===== src/rtl/ook_pkg.sv =====
// ook_pkg: shared definitions for the OOK receive path.
//   ook_state_e  - demodulator FSM states (IDLE, RUN)
//   OOK_MID      - ADC code for zero carrier
//   OOK_MAG_W    - rectified magnitude width
//   ook_mag_f()  - rectifier, reusable by other OOK blocks
package ook_pkg;

  localparam logic [7:0] OOK_MID   = 8'd128;
  localparam int         OOK_MAG_W = 7;

  typedef enum logic [0:0] {
    ST_IDLE = 1'b0,
    ST_RUN  = 1'b1
  } ook_state_e;

  // adc >= 128 is exactly adc[7]=1, so adc-128 is adc[6:0]; below mid-scale
  // 127-adc is the bitwise inverse of adc[6:0]. Range is 0..127 either way.
  function automatic logic [OOK_MAG_W-1:0] ook_mag_f(input logic [7:0] s);
    return s[7] ? s[6:0] : ~s[6:0];
  endfunction

endpackage


===== src/rtl/ook_mag.sv =====
// ook_mag: combinational rectifier for unsigned ADC samples around OOK_MID.
//   adc_i [7:0]  unsigned sample
//   mag_o [6:0]  |sample - mid-scale|, 0..127
module ook_mag
  import ook_pkg::*;
(
  input  logic [7:0]           adc_i,
  output logic [OOK_MAG_W-1:0] mag_o
);

  assign mag_o = ook_mag_f(adc_i);

endmodule


===== src/rtl/ook_demod.sv =====
// ook_demod: on-off-keying demodulator. Rectifies ADC samples, integrates
// magnitude over SPB-sample windows and slices each window against bit_thr.
//   clk, rst          clock, synchronous active-low reset
//   sample_valid, adc sample stream (one sample per valid cycle)
//   det_thr           per-sample magnitude needed to detect carrier start
//   bit_thr           window-sum threshold (bits above ACC_W must be zero)
//   bit_out/bit_valid recovered bit and its one-cycle strobe
//   carrier_det       high while a carrier is being demodulated (RUN)
// Build option: OOK_DEMOD_DEGLITCH_EN - require 4 consecutive hits to start.
module ook_demod
  import ook_pkg::*;
#(
  parameter  int SPB        = 64,
  parameter  int ZERO_LIMIT = 8,
  localparam int ACC_W      = OOK_MAG_W + $clog2(SPB)
) (
  input  logic        clk,
  input  logic        rst,
  input  logic        sample_valid,
  input  logic [7:0]  adc,
  input  logic [6:0]  det_thr,
  input  logic [15:0] bit_thr,
  output logic        bit_out,
  output logic        bit_valid,
  output logic        carrier_det
);

  localparam int CNT_W = $clog2(SPB);
  localparam int ZR_W  = 8;

  ook_state_e             state_q, state_d;
  logic [ACC_W-1:0]       acc_q, acc_d;
  logic [CNT_W-1:0]       cnt_q, cnt_d;
  logic [ZR_W-1:0]        zr_q, zr_d;
  logic                   bit_q, bit_d;
  logic                   vld_q, vld_d;

  logic [OOK_MAG_W-1:0]   mag;
  logic [ACC_W-1:0]       sum;
  logic                   last, hit, win_bit;

  ook_mag u_mag (
    .adc_i (adc),
    .mag_o (mag)
  );

  assign sum     = acc_q + ACC_W'(mag);
  assign last    = (cnt_q == CNT_W'(SPB - 1));
  assign hit     = (mag >= det_thr);
  // 17-bit compare keeps this legal even when ACC_W reaches 16.
  assign win_bit = (17'(sum) >= 17'(bit_thr));

`ifdef OOK_DEMOD_DEGLITCH_EN
  logic [1:0] hit_q, hit_d;   // consecutive start hits seen so far
  logic [8:0] pre_q, pre_d;   // sum of those hits' magnitudes (<= 3*127)
`endif

  always_comb begin
    state_d = state_q;
    acc_d   = acc_q;
    cnt_d   = cnt_q;
    zr_d    = zr_q;
    bit_d   = bit_q;
    vld_d   = 1'b0;
`ifdef OOK_DEMOD_DEGLITCH_EN
    hit_d   = hit_q;
    pre_d   = pre_q;
`endif
    if (sample_valid) begin
      case (state_q)
        ST_IDLE: begin
`ifdef OOK_DEMOD_DEGLITCH_EN
          if (hit) begin
            if (hit_q == 2'd3) begin
              // Fourth hit: the first hit becomes window sample 0.
              state_d = ST_RUN;
              acc_d   = ACC_W'(pre_q) + ACC_W'(mag);
              cnt_d   = CNT_W'(4);
              hit_d   = 2'd0;
              pre_d   = 9'd0;
            end else begin
              hit_d = hit_q + 2'd1;
              pre_d = pre_q + 9'(mag);
            end
          end else begin
            hit_d = 2'd0;
            pre_d = 9'd0;
          end
`else
          if (hit) begin
            state_d = ST_RUN;
            acc_d   = ACC_W'(mag);
            cnt_d   = CNT_W'(1);
          end
`endif
        end
        ST_RUN: begin
          if (last) begin
            vld_d = 1'b1;
            bit_d = win_bit;
            acc_d = '0;
            cnt_d = '0;
            if (win_bit) begin
              zr_d = '0;
            end else if (zr_q == ZR_W'(ZERO_LIMIT - 1)) begin
              // This zero completes the run: carrier lost.
              zr_d    = '0;
              state_d = ST_IDLE;
            end else begin
              zr_d = zr_q + 1'b1;
            end
          end else begin
            acc_d = sum;
            cnt_d = cnt_q + 1'b1;
          end
        end
      endcase
    end
  end

  always_ff @(posedge clk) begin
    if (!rst) begin
      state_q <= ST_IDLE;
      acc_q   <= '0;
      cnt_q   <= '0;
      zr_q    <= '0;
      bit_q   <= 1'b0;
      vld_q   <= 1'b0;
`ifdef OOK_DEMOD_DEGLITCH_EN
      hit_q   <= 2'd0;
      pre_q   <= 9'd0;
`endif
    end else begin
      state_q <= state_d;
      acc_q   <= acc_d;
      cnt_q   <= cnt_d;
      zr_q    <= zr_d;
      bit_q   <= bit_d;
      vld_q   <= vld_d;
`ifdef OOK_DEMOD_DEGLITCH_EN
      hit_q   <= hit_d;
      pre_q   <= pre_d;
`endif
    end
  end

  assign bit_out     = bit_q;
  assign bit_valid   = vld_q;
  assign carrier_det = (state_q == ST_RUN);

endmodule

===== config.mk =====
export PLATFORM = sky130hd
export DESIGN_NAME = ook_demod
export DESIGN_NICKNAME = d
export VERILOG_FILES = /design/src/rtl/ook_pkg.sv /design/src/rtl/ook_mag.sv /design/src/rtl/ook_demod.sv
export SDC_FILE = /design/constraint.sdc
export NUM_CORES = 1
export LEC_CHECK = 0
export BUFFER_PORTS_ARGS = -buffer_cell sky130_fd_sc_hd__buf_2
export CAP_MARGIN = 20
export CORE_ASPECT_RATIO = 0.5
export CORE_UTILIZATION = 62
export DETAILED_ROUTE_END_ITERATION = 7
export PLACE_DENSITY = 0.84
export SLEW_MARGIN = 30
export SYNTH_ARGS = -nofsm -noshare
export SYNTH_HDL_FRONTEND = slang
export SYNTH_SLANG_ARGS = --single-unit

===== constraint.sdc =====
create_clock -name clk -period 12.9 [get_ports clk]
set_input_delay 1.935 -clock clk [delete_from_list [all_inputs] [get_ports clk]]
set_output_delay 1.935 -clock clk [all_outputs]
set_load 0.1 [all_outputs]

==> results of run 1 <==
## power breakdown
part           switching (mW)  total [mW]  internal, mW  leakage [nW]
sequential            0.00381       0.101        0.0968         0.243
combinational          0.0611       0.103        0.0416         0.980
clock                  0.0379      0.0946        0.0568        0.0579
## through the flow
stage | setup WS, ps | cells
after floorplan | 7420 | 286
after global placement | 7380 | 366
after detailed placement | 7150 | 366
after CTS | 7460 | 374
after global routing | 7320 | 374
final | 7420 | 374
## metal layers
| metal | track usage, % | vias to the layer above | routed length (µm) |
|---|---|---|---|
| met5 | 0 | - | 0 |
| met1 | 36.9 | 1016 | 2730 |
| li1 | - | 1107 | - |
| met2 | 49.4 | 78 | 2610 |
| met3 | 7.83 | 12 | 356 |
| met4 | 11.8 | 0 | 80 |
## path summary, 6_finish.rpt
| path | endpoint | cells after the start | slack, ps |
|---|---|---|---|
| setup / recovery | zr_q[1]$_SDFFE_PN0P_ | 17 | 7420 |
| hold / removal | cnt_q[5]$_SDFFE_PN0P_ | 1 | 490 |
| setup reg to reg | zr_q[1]$_SDFFE_PN0P_ | 14 | 9360 |
| hold reg to reg | cnt_q[5]$_SDFFE_PN0P_ | 1 | 490 |
## kinds of logic after synthesis
family | synth area share [%]
simple gates | 23.1
compound gates | 22.6
buf+inv | 4.93
xor+xnor | 8.08
flops | 25.2
fa+ha+maj | 16.1
## layout make-up
cell class / instances / area [µm²]
multi-input cells: 226 / 1670
fillers: 266 / 837
flip-flops and latches: 30 / 601
repair buffers: 37 / 188
inverters: 22 / 82.6
clock buffers: 5 / 68.8
well taps: 51 / 63.8
clock inverters: 3 / 40.0
## cell usage in the layout (no fill, tap or decap), types with 3 or more instances in the layout
cell type / Yosys / final
or2_2: 4 / 4
a21o_1: 5 / 5
o211ai_1: 3 / 3
nor3_1: 12 / 12
a221o_1: 4 / 4
o21a_1: 3 / 3
ha_1: 29 / 29
o21ai_0: 9 / 9
a211oi_1: 3 / 3
xnor2_1: 13 / 13
nor2_1: 15 / 15
buf_2: 4 / 36
clkbuf_8: 0 / 5
dfxtp_1: 30 / 30
and3_1: 5 / 5
nand3_1: 11 / 11
nand2_1: 29 / 29
o211a_1: 5 / 5
nand2b_1: 3 / 3
a21oi_1: 15 / 15
xor2_1: 9 / 9
inv_1: 22 / 22
a31oi_1: 5 / 5
nand4_1: 7 / 7
## registers in the layout (all words and copies together) (netlist names)
name	flops
acc_q	13
bit_out	1
bit_valid	1
carrier_det	1
cnt_q	6
zr_q	8
==> impl_metrics.ini, run 1 <==
[status]
status = finished clean

[place]
place.gp.congestion = 0.837
placedInstanceArea_um2 = 2600
hpwl_mm = 4.39
io_buffers = 36

[clocking]
cts.htree.levels = 2
clk_pin_slew_worst_paths_ps = 70
clock_latency_ps = 290
numCtsBuffers = 5
ctsRootBufferMaster = clkbuf_8
numClockSinks = 30
cts_resized = 0
ctsHoldBuffers = 0
cts_tree = done
max-clock-path-buffers = 2
cts_setup_buffers = 0

[floorplan]
dieArea_um2 = 4110
die_h_um = 45.9
io_pins = 37
fp.dieW_um = 89.7
core_area_um2 = 3550
rows = 15
initial_utilization_pct = 67.2

[worst_setup_path]
crit_path_top_delay_cell = or4b_1
cp.arrival_ps = 5700
critPathCaptureType = flip-flop
cp_cell_sequence = buf_2 -> xor2_1 -> inv_1 -> ha_1 -> fa_1 -> a211oi_1 -> o21bai_2 -> a31oi_4 -> nor3b_2 -> xor2_1 -> ha_1 -> a21oi_1 -> a21oi_1 -> o21ai_4 -> o21ai_2 -> or4b_1 -> a21oi_1
critPathLaunchType = input pin
crit_buf_inv = 2
path_class = in2reg
crit_path_start = adc[7]
cp.required_ps = 13120
r2r-start = acc_q[0]$_SDFFE_PN0P_
crit_family = compound AO/OA/AOI/OAI gates
critPathMaxFanout = 7
cpMostUsedCell = a21oi_1
cp_slowest_stage_delay_ps = 550

[synthesis]
yosysTopAreaCellShare_pct = 25.2
synth_area_um2 = 2380
synthTopCellsByArea = dfxtp_1 (25%), ha_1 (15%), xnor2_1 (4.8%)
synth-seq-cells = 30
synthFlopType = dfxtp_1
async_reset_ff_share_pct = 0
synth_fp_nets = 350
synthDistinctLibCells = 56
avgSynthCellArea_um2 = 8.34
synth_edf_count = 0
syn_inst = 286
synth_most_common_cell = dfxtp_1
yosysTopAreaCell = dfxtp_1
yosysSeqAreaShare_pct = 25.2
synth_top_cells_by_count = dfxtp_1 (30), ha_1 (29), nand2_1 (29), inv_1 (22)
ys_warn_count = 0

[run]
maxCapViolCount = 0

[finish]
antenna_cells = 0
utilization_pct = 76.4
design_area_um2 = 2710
drive_gt1_share_pct = 20.1
syn_to_final_growth_pct = 13.6
finalNetCount = 386

[power_and_ir_drop]
finalPower_mw = 0.298
power_density_nw_per_um2 = 110
ir_worst_vdd_uv = 65.5
p_leak_nw = 1.28

[global_route]
antenna_found_initial = 0
grt_pass1_wl_mm = 9.19
grt_pass1_vias = 1935
grt_max_degree = 25
grt_remaining_overflow = 0
grtUsageTotal_pct = 29.3

[sta]
finalSetupTns_ps = 0
setup_viol = 0
hold_viol = 0
max-slew-margin-rel_pct = 63.3
rsz0062_at_grt = no
final.period_utilization_pct = 42.5
timing.fmax_mhz = 182
hold-worst-slack_ps = 489
final_max_slew_viol_count = 0
period_minus_slack_ps = 5480
worst_slew_pin_slew_ps = 549
worst_clock_skew_ps = 5.68

[detailed_routing]
ant_nets = 0
first_iter_violations = 135
via_count = 2213
drt_wl_total_mm = 5.78
wl_per_cell_um = 15.5
drc = 0
drtPass1Iterations = 5
via_per_inst = 5.92

[worst_hold_path]
hold_path.class = reg2reg
min-delay-start = cnt_q[5]$_SDFFE_PN0P_
Note: power is estimated with default switching activity, not from simulation.
==> run 2: changes to the inputs <==
--- a/config.mk
+++ b/config.mk
@@ -8,9 +8,9 @@
 export BUFFER_PORTS_ARGS = -buffer_cell sky130_fd_sc_hd__buf_2
 export CAP_MARGIN = 20
 export CORE_ASPECT_RATIO = 0.5
-export CORE_UTILIZATION = 62
+export CORE_UTILIZATION = 52
 export DETAILED_ROUTE_END_ITERATION = 7
-export PLACE_DENSITY = 0.84
+export PLACE_DENSITY = 0.75
 export SLEW_MARGIN = 30
 export SYNTH_ARGS = -nofsm -noshare
 export SYNTH_HDL_FRONTEND = slang
==> constraint.sdc (replaced) <==
create_clock -name clk -period 4.6 [get_ports clk]
set_input_delay 0.69 -clock clk [delete_from_list [all_inputs] [get_ports clk]]
set_output_delay 0.69 -clock clk [all_outputs]
set_load 0.1 [all_outputs]
==> impl_metrics.ini, run 2 (synthesis gave the netlist of run 1 again) <==
[clocking]
clock_latency_ps = 280
numClockSinks = 30
cts.htree.levels = 2
clk_pin_slew_worst_paths_ps = 70
ctsHoldBuffers = 0
ctsRootBufferMaster = clkbuf_8
max-clock-path-buffers = 2
numCtsBuffers = 5
cts_tree = done
cts_resized = 0
cts_setup_buffers = 0

[finish]
final_common_cell = buf_2
drive_gt1_share_pct = 20.3
reg_top3 = acc_q: 13 flops, zr_q: 8 flops, cnt_q: 6 flops
antenna_cells = 0
utilization_pct = 65.4
largest_register = acc_q
final_cell_mix = buf_2 (36), dfxtp_1 (30), nand2_1 (29), ha_1 (29), inv_1 (22)
finalNetCount = 388
design_area_um2 = 2710
syn_to_final_growth_pct = 13.7
largest_reg_flops = 13

[power_and_ir_drop]
swShare_pct = 35.7
p_clk_share_pct = 28.3
power_density_nw_per_um2 = 293
ir_worst_vdd_uv = 174
p_leak_nw = 1.28
switchingPower_mw = 0.283
seqPwrFrac_pct = 35.6
power.internal_mw = 0.510
comb_power_share_pct = 36.1

[place]
dp_slack_ps = 211
placedInstanceArea_um2 = 2620
hpwl_mm = 4.34
io_buffers = 36
place.gp.congestion = 0.799

[sta]
setup_ws_ps = 471
period_minus_slack_ps = 4130
setup_viol = 0
max-slew-margin-rel_pct = 64.8
hold-worst-slack_ps = 477
rsz0062_at_grt = no
timing.fmax_mhz = 242
worst_clock_skew_ps = 2.76
hold_viol = 0
final.period_utilization_pct = 89.8
finalSetupTns_ps = 0
final_max_slew_viol_count = 0
worst_slew_pin_slew_ps = 527

[detailed_routing]
drc = 8
via_count = 2142
via_per_inst = 5.65
drtPass1Iterations = 6
ant_nets = 0
drt_wl_total_mm = 5.49
first_iter_violations = 147
wl_per_cell_um = 14.5

[worst_setup_path]
path_class = in2reg
critPathMaxFanout = 7
reg2reg_slack_ps = 1100
rr_endpoint = zr_q[1]$_SDFFE_PN0P_
critPathCaptureType = flip-flop
crit_buf_inv = 2
ff2ff_path_depth = 14
cp.arrival_ps = 4340
cp.required_ps = 4810
cpMostUsedCell = a21oi_1
crit_path_top_delay_cell = or4b_1
r2r-start = acc_q[0]$_SDFFE_PN0P_
cp_cell_sequence = buf_2 -> xor2_1 -> inv_1 -> ha_1 -> fa_1 -> a211oi_1 -> o21bai_2 -> a31oi_4 -> nor3b_2 -> xor2_1 -> ha_1 -> a21oi_1 -> a21oi_1 -> o21ai_4 -> o21ai_2 -> or4b_1 -> a21oi_1
crit_family = compound AO/OA/AOI/OAI gates
critPathLaunchType = input pin
cp_slowest_stage_delay_ps = 540
crit_cells = 17

[worst_hold_path]
holdPathStages = 1
holdPathEnd = cnt_q[5]$_SDFFE_PN0P_
min-delay-start = cnt_q[5]$_SDFFE_PN0P_
hold_path.class = reg2reg

[floorplan]
dieArea_um2 = 4880
initial_utilization_pct = 57.5
io_pins = 37
core_area_um2 = 4140
die_h_um = 49.9
fp.dieW_um = 97.8
rows = 16

[run]
maxCapViolCount = 0

[global_route]
antenna_found_initial = 0
grt_pass1_wl_mm = 9.24
grtUsageTotal_pct = 24.0
grt_pass1_vias = 1988
grt_remaining_overflow = 0
grt_max_degree = 25

[status]
status = complete, but fails checks
violations = DRC
run 2: cell types whose count changed in the layout (fill, tap and decap cells not counted), sizes merged:
| cell | change |
|---|---|
| clkinv | -1 |
| clkbuf | +2 |
| bufinv | -1 |
| buf | +2 |
run 2: metal layers:
metal / up-vias / global-route usage (%) / wire [µm]
met1: 978 / 32.8 / 2800
met5: - / 0 / 0
met3: 6 / 4.68 / 285
met2: 47 / 38.9 / 2360
met4: 0 / 6.06 / 40
li1: 1111 / - / -
run 2: worst reg2reg max path: stages, from the launching register on:
cell	delay [ps]
dfxtp_1	320
ha_1	240
fa_1	430
a211oi_1	270
o21bai_2	140
a31oi_4	230
nor3b_2	90
xor2_1	150
ha_1	320
a21oi_1	150
a21oi_1	120
o21ai_4	150
o21ai_2	130
or4b_1	540
a21oi_1	150
run 2: area by class of cell:
class,count,area [µm²]
tap,54,67.6
inverter,22,82.6
multi-input combinational,226,1670
fill,357,1430
clock inverter,1,5.00
timing repair buffer,39,203
clock buffer,7,86.3
sequential,30,601
run 2: how the worst max path moves through the flow:
stage | start | to | slack (ps)
detailed placement | adc[7] | zr_q[1]$_SDFFE_PN0P_ | 210
CTS | adc[7] | zr_q[1]$_SDFFE_PN0P_ | 490
finish | adc[7] | zr_q[1]$_SDFFE_PN0P_ | 470
floorplan | adc[7] | zr_q[1]$_SDFFE_PN0P_ | 360
global route | adc[7] | zr_q[1]$_SDFFE_PN0P_ | 280
global placement | adc[7] | zr_q[1]$_SDFFE_PN0P_ | 300
run 2: power groups by stage:
stage	logic (mW)	clock network (mW)	registers, mW
global route	0.318	0.237	0.283
global placement	0.270	0	0.287
detailed placement	0.283	0	0.288
floorplan	0.207	0	0.291
finish	0.286	0.225	0.282
CTS	0.285	0.227	0.282
run 2: stage by stage:
step	total power, mW	std cells
2_1_floorplan	0.498	286
3_3_place_gp	0.557	371
3_5_place_dp	0.570	371
4_1_cts	0.793	379
5_1_grt	0.838	379
6_report	0.794	379
